File: src/rtl/dht11_emulador.sv
// dht11_emulador: DHT11 sensor responder for loopback and controller testbenches.
// Detects the host start pulse on dht_in and answers with the DHT11 preamble
// followed by a 40-bit frame {umidade_int, umidade_dec, temp_int, temp_dec, checksum}.
// Ports: clock, reset (async active-low), habilita (enable start detection),
// dht_in (raw bus level), umidade_int/umidade_dec/temp_int/temp_dec (frame bytes),
// dht_oe (1 = pull bus low), ocupado (response in progress),
// fim_resposta (one-cycle pulse at end of response).
// Optional: DHT11_EMU_ERRO_CHECKSUM_EN adds injeta_erro, which inverts the sent checksum.
module dht11_emulador #(
    parameter int CICLOS_US      = 50,
    parameter int T_START_MIN_US = 1000
) (
    input  logic       clock,
    input  logic       reset,
    input  logic       habilita,
    input  logic       dht_in,
    input  logic [7:0] umidade_int,
    input  logic [7:0] umidade_dec,
    input  logic [7:0] temp_int,
    input  logic [7:0] temp_dec,
`ifdef DHT11_EMU_ERRO_CHECKSUM_EN
    input  logic       injeta_erro,
`endif
    output logic       dht_oe,
    output logic       ocupado,
    output logic       fim_resposta
);
    typedef enum logic [3:0] {
        OCIOSO, MEDE_START, ESPERA_SUBIDA, ATRASO, RESP_BAIXO,
        RESP_ALTO, BIT_BAIXO, BIT_ALTO, FIM_BAIXO
    } estado_t;

    estado_t     estado_q, estado_d;
    logic        sync1_q, s_q;
    logic [15:0] presc_q, presc_d, us_q, us_d, dur;
    logic [5:0]  bit_q, bit_d;
    logic [39:0] quadro_q, quadro_d;
    logic        dht_oe_q, dht_oe_d, fim_q, fim_d;
    logic        tick, fim_fase, entra;
    logic [7:0]  soma, checksum;

    assign soma = umidade_int + umidade_dec + temp_int + temp_dec;
`ifdef DHT11_EMU_ERRO_CHECKSUM_EN
    assign checksum = injeta_erro ? ~soma : soma;
`else
    assign checksum = soma;
`endif

    assign tick = presc_q == 16'(CICLOS_US - 1);
    assign dur  = (estado_q == MEDE_START) ? 16'(T_START_MIN_US) :
                  (estado_q == ATRASO) ? 16'd30 :
                  (estado_q == RESP_BAIXO || estado_q == RESP_ALTO) ? 16'd80 :
                  (estado_q == BIT_ALTO) ? (quadro_q[39] ? 16'd70 : 16'd26) : 16'd50;
    assign fim_fase = tick && (us_q == dur - 16'd1);

    always_comb begin
        estado_d = estado_q;
        case (estado_q)
            OCIOSO:        if (habilita && !s_q) estado_d = MEDE_START;
            MEDE_START:    if (s_q) estado_d = OCIOSO;
                           else if (fim_fase) estado_d = ESPERA_SUBIDA;
            ESPERA_SUBIDA: if (s_q) estado_d = ATRASO;
            ATRASO:        if (fim_fase) estado_d = RESP_BAIXO;
            RESP_BAIXO:    if (fim_fase) estado_d = RESP_ALTO;
            RESP_ALTO:     if (fim_fase) estado_d = BIT_BAIXO;
            BIT_BAIXO:     if (fim_fase) estado_d = BIT_ALTO;
            BIT_ALTO:      if (fim_fase) estado_d = (bit_q == 6'd39) ? FIM_BAIXO : BIT_BAIXO;
            FIM_BAIXO:     if (fim_fase) estado_d = OCIOSO;
            default:       estado_d = OCIOSO;
        endcase
        entra = estado_d != estado_q;
        // The OCIOSO cycle that first saw the low already counts toward the start pulse,
        // so MEDE_START is entered with one cycle pre-counted.
        presc_d = entra ? ((estado_d == MEDE_START && CICLOS_US > 1) ? 16'd1 : 16'd0)
                        : (tick ? 16'd0 : presc_q + 16'd1);
        us_d    = entra ? ((estado_d == MEDE_START && CICLOS_US == 1) ? 16'd1 : 16'd0)
                        : us_q + {15'd0, tick};
        bit_d   = (entra && estado_d == ATRASO) ? 6'd0 :
                  (estado_q == BIT_ALTO && fim_fase) ? bit_q + 6'd1 : bit_q;
        quadro_d = (estado_q == MEDE_START && estado_d == ESPERA_SUBIDA) ?
                       {umidade_int, umidade_dec, temp_int, temp_dec, checksum} :
                   (estado_q == BIT_ALTO && fim_fase) ? {quadro_q[38:0], 1'b0} : quadro_q;
        dht_oe_d = estado_d == RESP_BAIXO || estado_d == BIT_BAIXO || estado_d == FIM_BAIXO;
        fim_d    = estado_q == FIM_BAIXO && fim_fase;
    end

    always_ff @(posedge clock or negedge reset) begin
        if (!reset) begin
            sync1_q  <= 1'b1;
            s_q      <= 1'b1;
            estado_q <= OCIOSO;
            presc_q  <= '0;
            us_q     <= '0;
            bit_q    <= '0;
            quadro_q <= '0;
            dht_oe_q <= 1'b0;
            fim_q    <= 1'b0;
        end else begin
            sync1_q  <= dht_in;
            s_q      <= sync1_q;
            estado_q <= estado_d;
            presc_q  <= presc_d;
            us_q     <= us_d;
            bit_q    <= bit_d;
            quadro_q <= quadro_d;
            dht_oe_q <= dht_oe_d;
            fim_q    <= fim_d;
        end
    end

    assign dht_oe       = dht_oe_q;
    assign fim_resposta = fim_q;
    assign ocupado      = !(estado_q == OCIOSO || estado_q == MEDE_START);
endmodule

File: config.mk
export PLATFORM = sky130hd
export DESIGN_NAME = dht11_emulador
export DESIGN_NICKNAME = d
export VERILOG_FILES = /design/src/rtl/dht11_emulador.sv
export SDC_FILE = /design/constraint.sdc
export NUM_CORES = 1
export LEC_CHECK = 0
export BUFFER_PORTS_ARGS = -buffer_cell sky130_fd_sc_hd__buf_2
export CAP_MARGIN = 15
export CORE_ASPECT_RATIO = 0.5
export CORE_MARGIN = 3
export CORE_UTILIZATION = 61
export DETAILED_ROUTE_END_ITERATION = 8
export PLACE_DENSITY = 0.91
export RECOVER_POWER = 50
export REMOVE_ABC_BUFFERS = 1
export SKIP_LAST_GASP = 1
export SLEW_MARGIN = 10
export SYNTH_ARGS = -nofsm -noshare
export SYNTH_HDL_FRONTEND = slang
export SYNTH_SLANG_ARGS = --single-unit
File: constraint.sdc
create_clock -name clock -period 3.95 [get_ports clock]
set_clock_uncertainty 0.05 [all_clocks]
set_input_delay 0.395 -clock clock [delete_from_list [all_inputs] [get_ports clock]]
set_output_delay 0.395 -clock clock [all_outputs]
set_load 0.01 [all_outputs]
==> results.md <==
* Initial antenna violation count at 0
* Hold buffers post-CTS at 0
* Clock Sink Count at 86
* Critical R2R Launch: estado_q[2]
* Die width at 137 um
* # resized after CTS at 0
* Sequential area share after synthesis at 41.1%
* CP endpoint kind: flip-flop
* Fin. Hold Viols at 0
* Largest net degree at the start of global routing at 87
* Max Cap Viol at 1
* Failing checks: max-capacitance violations, max-slew violations
* Minimum clock period at 3.39 ns
* Total wire length at 13,400 um
* PD cells at 398 nW/um2
* Most used flip-flop cell after synthesis: dfrtp_1
* Crit path buf inv count at 1
* Commonest cells post-synth: 84 x dfrtp_1, 45 x nor2_1, 30 x a21oi_1
* GP Congestion at 0.910
* Synth Warn # at 0
* First-pass GRT wire length at 22,000 um
* Die Ht at 71.5 um
* TritonRoute pass-1 iters at 8
* Dpl hpwl at 8500 um
* Post-CTS Setup Repair Bufs at 0
* LEAKAGE at 2.35 nW
* Worst Setup SP: estado_q[2]
* Status: complete, but fails checks
* Vias in the first global route at 4,491
* CP max-delay cell: dfrtp_1
* Residual DRC at 0
* Number of buffers created by CTS at 9
* Max Slew Vio Count at 87
* Async SR Flop Fraction at 100%
* # rows at 23
* Worst hold slack at 0.0968 ns
* Post-synth cell types at 57
* CTS clk-pin slew, worst paths at 0.06 ns
* Max-slew headroom at -41.3%
* Core area at 8170 um2
* CP Launch Type: flip-flop
* Clock H-tree levels at 3
* Post-synth top area cell: dfrtp_1
* Setup TNS at 0 ns
* CP Class: flip-flop to flip-flop
* CTS tree: yes
* Worst path required time at 4.12 ns
* RSZ-0062 raised after global routing: false
* Critical Path AT at 3.56 ns
* Via count at 4,541
* Clock Latency Late Sink at 0.35 ns
* Min-Delay Startpoint: dht_in
* Num ports at 39
* Crit-path max FO at 20
* Gr ovfl total at 0
* Vias per inst at 6.71
* Class of the tightest hold or removal check: input port to flip-flop
* Initial Utilization at 64.1%
* Fin nets at 625
* Share of cells above drive strength 1 at 14.2%
* Total GRT Usage at 28.5%
* Cell Chain, Critical Path: nor2_1 > nor3_1 > ha_1 > xnor2_1 > nor4b_1 > o2111a_2 > nand3_2 > buf_4 > o31ai_1 > o21ai_1
* Drt initial violations at 555
* Die area at 9810 um2
* Register area at 2150 um2
* Synth top area share at 40.1%
* Number of flops mapped to enable cells by yosys at 0
* Fillers at 555
* Cells after Synth at 541
* Total power at 2.31 mW
* Port Buf Inserts at 38
* WL/cell at 19.7 um
* Synth area leaders: dfrtp_1 40%, fa_1 5.3%, xnor2_1 3.8%, nor2_1 3.2%, a22oi_1 3.2%
* Clock Tree Root: clkbuf_16
* Largest delay share family, worst path: simple AND/OR/NAND/NOR gates
* Final Setup Violations at 0
* Most common cell in the netlist: dfrtp_1
* Diodes inserted at 0
* VDD IR max at 0.000272 V
* Synthesized flop and latch total at 86
* Crit-path max cell delay at 0.59 ns
* Post-Synthesis Cell Area at 5240 um2
* Clk buf depth at 2
* Synthesized area per cell at 9.69 um2
* Tightest Pin Transition at 2.12 ns
* Routed Antenna Nets at 0
* Period utilization at 85.9%
* Area grow syn2layout at 10.6%
* Max Fclk at 295 MHz
* Area of the multi-input gates at 2820 um2
## worst paths after layout
path,to,slack (ns),cells after the start
max,quadro_q[27],0.56,10
max in group asynchronous,us_q[8],1.99,1
max reg2reg,quadro_q[27],0.56,10
min,sync1_q,0.1,1
min in group asynchronous,quadro_q[37],0.59,1
min reg2reg,s_q,0.31,0
## metrics by stage
step / setup slack, ns / util [%] / instances / cell area, um2
after global routing: 0.281 / 70.9 / 677 / 5790
after CTS: 0.679 / 70.9 / 677 / 5800
after floorplan: 0.579 / - / 501 / 5010
after detailed placement: 0.752 / 66.5 / 663 / 5440
final: 0.557 / 70.9 / 677 / 5790
after global placement: 0.853 / 66.5 / 663 / 5440
## flip-flops by register name (all words and copies together), names as in the netlist
signal / count
bit_q: 6
dht_oe: 1
estado_q: 4
fim_resposta: 1
presc_q: 16
quadro_q: 40
s_q: 1
sync1_q: 1
us_q: 16
## area by class of cell
type / count / area share [%]
clock buffer: 10 / 4.12
clock inverter: 4 / 2.07
inverter: 11 / 0.713
multi-input combinational: 404 / 48.7
sequential: 86 / 37.2
tap: 112 / 2.42
timing repair buffer: 50 / 4.84
## cells in the final DEF, fill, tap and decap left out, types with 18 or more instances in the layout
cell type | netlist | final
a21oi_1 | 30 | 30
a22oi_1 | 22 | 22
buf_2 | 12 | 37
dfrtp_1 | 84 | 84
nand2_1 | 27 | 27
nand3_1 | 20 | 20
nor2_1 | 45 | 45
o21ai_1 | 21 | 21
o31ai_1 | 21 | 21
xnor2_1 | 23 | 23
xor2_1 | 18 | 18
## report_power, final
| part | switching (mW) | total, mW | internal (mW) |
|---|---|---|---|
| clock network | 0.341 | 1.03 | 0.692 |
| logic | 0.200 | 0.353 | 0.153 |
| registers | 0.0236 | 0.921 | 0.897 |
| total | 0.565 | 2.31 | 1.74 |
## routing by layer
layer  vias to the layer above  global-route usage [%]  wire length (um)
met3                        56                    6.66              1160
met4                         0                    10.8               395
met5                         -                       0                 0
met2                       274                    45.4              6340
li1                       2007                       -                 -
met1                      2204                    38.5              5460
## worst register-to-register path, cell delays in order, from the launching register on
cell and delay, ns:
dfrtp_1 0.59, nor2_1 0.16, nor3_1 0.23, ha_1 0.30
xnor2_1 0.15, nor4b_1 0.30, o2111a_2 0.31, nand3_2 0.40
buf_4 0.37, o31ai_1 0.27, o21ai_1 0.12
## cell families after synthesis
group | synth area share [%]
AOI/OAI and AO/OA | 20.2
DFF | 41.1
and+or+nand+nor | 16.6
muxes | 1.72
adders and majority gates | 8.45
xor gates and xnor gates | 6.85
buffers and inverters | 5.09
Note: power is estimated with default switching activity, not from simulation.
